**src/rtl/alu_cmd_sequencer.sv**
```systemverilog
// Command FIFO that replays {Function,Data} pairs onto an ALU register, driving
// Function=111 (hold) between commands and whenever no playback is in progress.
module alu_cmd_sequencer #(
    parameter int unsigned DEPTH = 4,
    parameter int unsigned GAP   = 0
) (
    input  logic                     Clock,
    input  logic                     Reset,
    input  logic                     Push,
    input  logic [6:0]               PushCmd,
    input  logic                     Run,
    output logic [3:0]               Data,
    output logic [2:0]               Function,
    output logic                     Full,
    output logic                     Empty,
    output logic [$clog2(DEPTH):0]   Count,
    output logic                     Busy,
    output logic                     Done,
    output logic                     Overflow
);

    localparam int unsigned PtrW = $clog2(DEPTH);
    localparam logic [2:0]  FnHold = 3'b111;

    typedef enum logic [1:0] {StIdle, StIssue, StGap, StFin} state_e;

    state_e              state_q;
    logic [3:0]          gap_cnt_q;
    logic [3:0]          data_q;
    logic [2:0]          func_q;
    logic                done_q;
    logic                overflow_q;
    logic [PtrW-1:0]     wr_ptr_q;
    logic [PtrW-1:0]     rd_ptr_q;
    logic [PtrW:0]       count_q;
    logic [PtrW:0]       count_d;
    logic [6:0]          mem [DEPTH];
    logic [6:0]          head;
    logic                push_acc;
    logic                pop;

    assign Full     = (count_q == (PtrW + 1)'(DEPTH));
    assign Empty    = (count_q == '0);
    assign Count    = count_q;
    assign Data     = data_q;
    assign Function = func_q;
    assign Done     = done_q;
    assign Overflow = overflow_q;
    assign Busy     = (state_q == StIssue) || (state_q == StGap);

    assign head     = mem[rd_ptr_q];
    // Full is judged on the pre-edge count even if a pop happens in the same cycle.
    assign push_acc = Push && !Full;
    assign pop      = (state_q == StIssue) && !Empty;

    always_comb begin
        count_d = count_q;
        case ({push_acc, pop})
            2'b10:   count_d = count_q + 1'b1;
            2'b01:   count_d = count_q - 1'b1;
            default: count_d = count_q;
        endcase
    end

    always_ff @(posedge Clock) begin
        if (push_acc) begin
            mem[wr_ptr_q] <= PushCmd;
        end
    end

    always_ff @(posedge Clock) begin
        if (Reset) begin
            wr_ptr_q   <= '0;
            rd_ptr_q   <= '0;
            count_q    <= '0;
            overflow_q <= 1'b0;
        end else begin
            if (push_acc) wr_ptr_q <= wr_ptr_q + 1'b1;
            if (pop)      rd_ptr_q <= rd_ptr_q + 1'b1;
            if (Push && Full) overflow_q <= 1'b1;
            count_q <= count_d;
        end
    end

    always_ff @(posedge Clock) begin
        if (Reset) begin
            state_q   <= StIdle;
            gap_cnt_q <= '0;
            data_q    <= '0;
            func_q    <= FnHold;
            done_q    <= 1'b0;
        end else begin
            done_q <= 1'b0;
            case (state_q)
                StIdle: begin
                    func_q <= FnHold;
                    data_q <= '0;
                    if (Run) state_q <= Empty ? StFin : StIssue;
                end
                StIssue: begin
                    {func_q, data_q} <= head;
                    // Remaining entries include any command accepted this same cycle.
                    if (GAP != 0) begin
                        state_q   <= StGap;
                        gap_cnt_q <= 4'(GAP);
                    end else if (count_d != '0) begin
                        state_q <= StIssue;
                    end else begin
                        state_q <= StFin;
                    end
                end
                StGap: begin
                    func_q    <= FnHold;
                    data_q    <= '0;
                    gap_cnt_q <= gap_cnt_q - 1'b1;
                    if (gap_cnt_q == 4'd1) state_q <= (count_d != '0) ? StIssue : StFin;
                end
                StFin: begin
                    func_q  <= FnHold;
                    data_q  <= '0;
                    done_q  <= 1'b1;
                    state_q <= StIdle;
                end
                default: state_q <= StIdle;
            endcase
        end
    end

endmodule

```
**config.mk**
```make
export PLATFORM = sky130hd
export DESIGN_NAME = alu_cmd_sequencer
export DESIGN_NICKNAME = d
export VERILOG_FILES = /design/src/rtl/alu_cmd_sequencer.sv
export SDC_FILE = /design/constraint.sdc
export NUM_CORES = 1
export LEC_CHECK = 0
export BUFFER_PORTS_ARGS = -buffer_cell sky130_fd_sc_hd__buf_4
export CORE_ASPECT_RATIO = 0.6
export CORE_MARGIN = 2
export CORE_UTILIZATION = 55
export DETAILED_ROUTE_END_ITERATION = 8
export PLACE_DENSITY = 0.76
export SYNTH_ARGS = -nofsm -noshare
export SYNTH_HDL_FRONTEND = slang
export SYNTH_SLANG_ARGS = --single-unit
```
**constraint.sdc**
```tcl
create_clock -name Clock -period 4.8 [get_ports Clock]
set_input_delay 0.48 -clock Clock [delete_from_list [all_inputs] [get_ports Clock]]
set_output_delay 0.48 -clock Clock [all_outputs]
set_load 0.02 [all_outputs]
```
==> impl_metrics.csv, run 1 <==
group,metric,value,unit
status,result_of_the_run,"complete, no violations",
synthesis,synth-seq-area-share,0.6342,
global_routing,wire_length_of_the_first_global_routing_pass,5940,um
finish,instances_no_fill,225,
synthesis,synth.lib_cells_used.distinct,32,
clock_network,cts_max_level,2,
sta,period_utilization_post_route,0.5441,
synthesis,yosysWarningCount,0,
sta,fin_setup_tns,0,ps
clock_network,ctsResizeCount,0,
drt,detailroute.via_count,1193,
critical_path,worstReg2RegEnd,"state_q[1]$_SDFFE_PP0P_",
global_routing,track_usage,0.1894,
sta,worst_slew_margin_rel,0.6793,
critical_path,timing.reg2reg.setup_slack,2190,ps
critical_path,path_class,"reg -> reg",
floorplan,starting_density,0.5694,
clock_network,cts-root-to-sink-buffers,2,
finish,final_antenna_diode_count,0,
clock_network,cts.hold.buffers_added,0,
placement,dp_hpwl,2547,um
synthesis,post_synth.cell_area_avg,13.98,um2
floorplan,die_height,51.67,um
drt,final_antenna_net_count,0,
global_routing,grt-ovfl-total,0,
critical_path,arrival,2830,ps
clock_network,clk_latency,310,ps
finish,multi_input_area,704.4,um2
synthesis,syn-cell-area,0.002083,mm2
finish,filler_cell_count,252,
critical_path,timing.critical_path.required,5020,ps
critical_path,timing.critical_path.slowest_cell_delay,440,ps
critical_path,cp-startpoint,"Count[2]$_SDFF_PP0_",
sta,worst_pin_slew,480.4,ps
critical_path,worstReg2RegStart,"Count[2]$_SDFF_PP0_",
floorplan,num_io_pins,26,
global_routing,grt_start_max_net_pins,18,
floorplan,area_enclosed_by_the_die_boundary,0.004312,mm2
drt,wire_per_inst,15.81,um
sta,layout_setup_ws,2188,ps
synthesis,synthesis.instances,149,
synthesis,yosys.area.top_type_share,0.4036,
synthesis,postSynthNetCount,173,
sta,drv_slew,0,
placement,placedInstanceArea,0.002313,mm2
drt,via_cell_ratio,5.302,
global_routing,grt_pass1_vias,1248,
drt,totalWireLength,3557,um
finish,finalInstanceArea,0.002404,mm2
floorplan,rows,17,
synthesis,postSynthRegisterBits,52,
sta,final-setup-viol-count,0,
sta,fmax,0.3829,GHz
finish,layout.cells.most_common_list,"sky130_fd_sc_hd__edfxtp_1, sky130_fd_sc_hd__buf_4, sky130_fd_sc_hd__dfxtp_1",
placement,placement.io_buffers,25,
finish,footprint_of_the_flip_flops_and_latches,0.001321,mm2
worst_hold_path,min-delay-path-class,"in -> reg",
run,max-cap-violations,0,
drt,drt_iter0_markers,90,
finish,drive_above_1_share,0.2528,
drt,number_of_remaining_drc_errors,0,
power,ir_worst_vdd,0.3260,mV
clock_network,clkSlewWorstSetupHoldPaths,100,ps
placement,dp.cells,217,
sta,hold_slack,362.8,ps
finish,flow.area_growth_from_synthesis,15.38,%
power,powerDensity,542.3,mW/mm2
critical_path,largest_driver_fanout_on_the_critical_path,6,
drt,dr.pass1.iters,4,
critical_path,timing.critical_path.to,"state_q[1]$_SDFFE_PP0P_",
critical_path,ff2ff_path_depth,10,
critical_path,worstPathCellList,"or3b_4 > and2_4 > inv_2 > ha_1 > inv_1 > fa_1 > xor2_1 > o21ai_0 > nand4_1 > a311oi_1",
global_routing,antenna_violations_before_repair,0,
placement,gp_routability_congestion,0.7408,
clock_network,numClockSinks,52,
critical_path,worst_setup_path_end_kind,"flip-flop",
clock_network,postCtsSetupRepairBufs,0,
synthesis,synth_largest_area_cell,"sky130_fd_sc_hd__edfxtp_1",
critical_path,critPathSlowestCell,"sky130_fd_sc_hd__dfxtp_1",
synthesis,post_synth_main_area_contributors,"sky130_fd_sc_hd__edfxtp_1, sky130_fd_sc_hd__dfxtp_1, sky130_fd_sc_hd__mux4_2, sky130_fd_sc_hd__ha_1, sky130_fd_sc_hd__nor2b_1",
floorplan,die_width,83.46,um
finish,fin_util,0.6570,
finish,layout.nets,201,
sta,grt_setup_unrepaired,"no",
clock_network,cts.root.buffer_cell,"sky130_fd_sc_hd__clkbuf_8",
floorplan,core,0.003659,mm2
sta,finalWorstPathRequiredPeriod,2612,ps
power,cellLeakagePower,0.9161,nW
placement,preCtsSetupSlack,2329,ps
sta,finalHoldViolations,0,
clock_network,cts-buffers-inserted,5,
clock_network,tritoncts,"built",
finish,final_common_cell,"sky130_fd_sc_hd__edfxtp_1",
sta,skew,12.35,ps
critical_path,cp-start-kind,"flip-flop",
power,totalPowerFinal,1.303,mW
-- metal layers --
layer,GRT usage,vias up,share of wire
li1,-,572,-
met3,0.06825,4,0.056
met1,0.2228,590,0.44
met4,0.06452,0,0.012
met2,0.3320,27,0.50
met5,0,-,0
-- layout make-up --
class,instances,area share
Sequential cell,52,0.5497
Clock buffer,5,0.02863
Multi-Input combinational cell,82,0.2931
Timing Repair Buffer,25,0.07808
Inverter,11,0.01718
Clock inverter,3,0.008850
Tap cell,47,0.02447
-- critical path, delay by kind of cell, from the launching register on --
| family | cells | cell delay [ps] |
|---|---|---|
| compound gates | 2 | 490 |
| xor+xnor | 1 | 160 |
| fa+ha+maj | 2 | 550 |
| buf+inv | 2 | 120 |
| flops | 1 | 440 |
| simple gates | 3 | 770 |
-- synthesized netlist by cell type (all sizes together) --
| library cell | instances |
|---|---|
| or2 | 3 |
| or3b | 3 |
| a211oi | 2 |
| nor4b | 1 |
| a311oi | 1 |
| ha | 12 |
| xor2 | 3 |
| nor2 | 14 |
| nor3 | 2 |
| edfxtp | 28 |
| dfxtp | 24 |
| mux4 | 7 |
| and3 | 4 |
| and2 | 1 |
| nor2b | 9 |
| xnor2 | 4 |
| or3 | 1 |
| fa | 1 |
| nand2 | 5 |
| a21oi | 5 |
| clkbuf | 2 |
| o31a | 1 |
| a22o | 1 |
| inv | 11 |
| o21ai | 1 |
| buf | 2 |
| nand4 | 1 |
-- cell families (layout without fill, tap and decap cells) --
group	Yosys count	in the layout	synth area share
and+or+nand+nor	44	44	0.1153
xor gates and xnor gates	7	7	0.02943
buffers and inverters	15	44	0.02763
DFF	52	52	0.6342
AOI/OAI and AO/OA	11	11	0.03604
adders and majority gates	13	13	0.08168
muxes	7	7	0.07568
-- state kept, by name, summed over array words and instances (netlist names), 2 cells and up, named ones only --
signal     flops
mem           28
Function       3
Count          3
gap_cnt_q      4
rd_ptr_q       2
state_q        2
Data           4
wr_ptr_q       2
-- how the worst min path moves through the flow --
stage,start,end,slack (ps),depth (start not counted)
CTS,PushCmd[3],mem[3][3]$_DFFE_PP_,350,1
global placement,Overflow$_SDFFE_PP0P_,Overflow$_SDFFE_PP0P_,460,2
global route,PushCmd[1],mem[1][1]$_DFFE_PP_,350,1
detailed placement,Overflow$_SDFFE_PP0P_,Overflow$_SDFFE_PP0P_,470,2
floorplan,gap_cnt_q[1]$_SDFFE_PP0P_,gap_cnt_q[1]$_SDFFE_PP0P_,470,2
finish,PushCmd[5],mem[0][5]$_DFFE_PP_,360,1
-- where the power goes --
group / total [mW] / switching, mW / internal [mW] / leakage [nW]
combinational: 0.429 / 0.222 / 0.207 / 0.418
sequential: 0.624 / 0.0724 / 0.552 / 0.454
clock: 0.250 / 0.146 / 0.104 / 0.0445
total: 1.30 / 0.441 / 0.862 / 0.916
No activity file was read; power rests on OpenSTA's default activity.
==> run 2: changes to the inputs <==
--- a/config.mk
+++ b/config.mk
@@ -8,9 +8,9 @@
 export BUFFER_PORTS_ARGS = -buffer_cell sky130_fd_sc_hd__buf_4
 export CORE_ASPECT_RATIO = 0.6
 export CORE_MARGIN = 2
-export CORE_UTILIZATION = 55
+export CORE_UTILIZATION = 51
 export DETAILED_ROUTE_END_ITERATION = 8
-export PLACE_DENSITY = 0.76
+export PLACE_DENSITY = 0.74
 export SYNTH_ARGS = -nofsm -noshare
 export SYNTH_HDL_FRONTEND = slang
 export SYNTH_SLANG_ARGS = --single-unit
==> constraint.sdc (replaced) <==
create_clock -name Clock -period 2.4 [get_ports Clock]
set_input_delay 0.24 -clock Clock [delete_from_list [all_inputs] [get_ports Clock]]
set_output_delay 0.24 -clock Clock [all_outputs]
set_load 0.02 [all_outputs]
==> impl_metrics.csv, run 2 (same netlist as run 1, synthesis figures left out) <==
group,metric,value,unit
floorplan,die_height,53.51,um
critical_path,timing.critical_path.required,2590,ps
power,totalPowerFinal,2.681,mW
floorplan,area_enclosed_by_the_die_boundary,0.004629,mm2
placement,preCtsSetupSlack,-25.40,ps
sta,worst_slew_margin_rel,0.6691,
sta,drv_slew,0,
clock_network,cts.hold.buffers_added,0,
power,ir_worst_vdd,0.3952,mV
clock_network,clk_latency,310,ps
finish,largest_register_ff_count,28,
critical_path,timing.critical_path.slowest_cell_delay,400,ps
sta,worst_pin_slew,495.7,ps
finish,max_flop_register,"mem",
floorplan,rows,17,
placement,gp_routability_congestion,0.7494,
drt,number_of_remaining_drc_errors,0,
clock_network,cts-buffers-inserted,5,
sta,finalHoldViolations,0,
status,result_of_the_run,"complete, no violations",
clock_network,cts.root.buffer_cell,"sky130_fd_sc_hd__clkbuf_8",
clock_network,numClockSinks,52,
sta,skew,8.306,ps
power,powerDensity,1082,mW/mm2
sta,hold_slack,124.9,ps
critical_path,largest_driver_fanout_on_the_critical_path,4,
finish,flow.area_growth_from_synthesis,18.92,%
finish,final_common_cell,"sky130_fd_sc_hd__buf_4",
finish,drive_above_1_share,0.2989,
global_routing,grt_start_max_net_pins,18,
critical_path,arrival,2560,ps
finish,layout.nets,207,
floorplan,core,0.003786,mm2
floorplan,starting_density,0.5502,
clock_network,cts_max_level,2,
drt,via_cell_ratio,5.165,
global_routing,grt_pass1_vias,1187,
drt,dr.pass1.iters,4,
clock_network,tritoncts,"built",
sta,fin_setup_tns,0,ps
global_routing,track_usage,0.1643,
global_routing,antenna_violations_before_repair,0,
global_routing,grt-ovfl-total,0,
critical_path,worst_setup_path_end_kind,"flip-flop",
critical_path,timing.critical_path.max_delay_family,"simple AND/OR/NAND/NOR gates",
sta,fmax,0.4222,GHz
sta,layout_setup_ws,31.28,ps
run,max-cap-violations,0,
critical_path,worstPathBufferInverterCount,2,
sta,grt_setup_unrepaired,"yes",
drt,wire_per_inst,15.13,um
critical_path,cp-start-kind,"flip-flop",
worst_hold_path,min-delay-path-class,"in -> reg",
drt,drt_iter0_markers,61,
placement,dp_hpwl,2490,um
placement,placement.io_buffers,25,
drt,detailroute.via_count,1193,
global_routing,wire_length_of_the_first_global_routing_pass,5485,um
clock_network,clkSlewWorstSetupHoldPaths,100,ps
sta,final-setup-viol-count,0,
sta,finalWorstPathRequiredPeriod,2369,ps
critical_path,critPathSlowestCell,"sky130_fd_sc_hd__or3_1",
drt,final_antenna_net_count,0,
critical_path,worstPathCellList,"or3b_4 > and2_4 > inv_4 > ha_4 > inv_1 > fa_2 > xor2_1 > or3_1 > nand4_1 > a311oi_2",
critical_path,path_class,"reg -> reg",
sta,period_utilization_post_route,0.9870,
finish,layout.cells.most_common_list,"sky130_fd_sc_hd__buf_4, sky130_fd_sc_hd__edfxtp_1, sky130_fd_sc_hd__dfxtp_1",
floorplan,die_width,86.51,um
floorplan,num_io_pins,26,
finish,final_antenna_diode_count,0,
drt,totalWireLength,3495,um
power,cellLeakagePower,0.9518,nW
clock_network,cts-root-to-sink-buffers,2,
[run 2: report_power, final]
group | switching [mW] | internal [mW] | leakage (nW)
registers | 0.118 | 1.11 | 0.454
logic | 0.480 | 0.471 | 0.449
clock network | 0.296 | 0.209 | 0.0485
total | 0.894 | 1.79 | 0.952
[run 2: area by class of cell]
type                    count  area (um2)
fillers                   297        1309
clock buffers               5       68.82
repair buffers             31       232.7
multi-input cells          82       725.7
inverters                  11       43.79
flip-flops and latches     52        1325
clock inverters             3       22.52
well taps                  47       58.81
[run 2: layer usage]
metal	vias up	GRT usage	part of all wire
met4	0	0.06771	0.0089
met5	-	0	0
li1	589	-	-
met2	27	0.2679	0.46
met3	6	0.04836	0.043
met1	571	0.2099	0.49
[run 2: final timing paths]
kind,from,to,slack [ps],depth (start not counted)
worst max register to register,Count[2]$_SDFF_PP0_,state_q[1]$_SDFFE_PP0P_,30,10
worst min register to register,Overflow$_SDFFE_PP0P_,Overflow$_SDFFE_PP0P_,500,2
worst max-delay path,Count[2]$_SDFF_PP0_,state_q[1]$_SDFFE_PP0P_,30,10
worst min-delay path,PushCmd[0],mem[2][0]$_DFFE_PP_,120,1
[run 2: what timing repair did]
action / in CTS / in global routing
gates resized for setup: 3 / 4
setup buffers: 0 / 3
endpoints found under the setup margin: 1 / 2
pin swaps: 0 / 3
[run 2: metrics by stage]
step           std cells  cell area (um2)  utilization
2_1_floorplan        149             2085            -
3_3_place_gp         220             2337       0.6173
3_5_place_dp         220             2337       0.6173
4_1_cts              228             2434       0.6428
5_1_grt              231             2477       0.6543
6_report             231             2477       0.6543
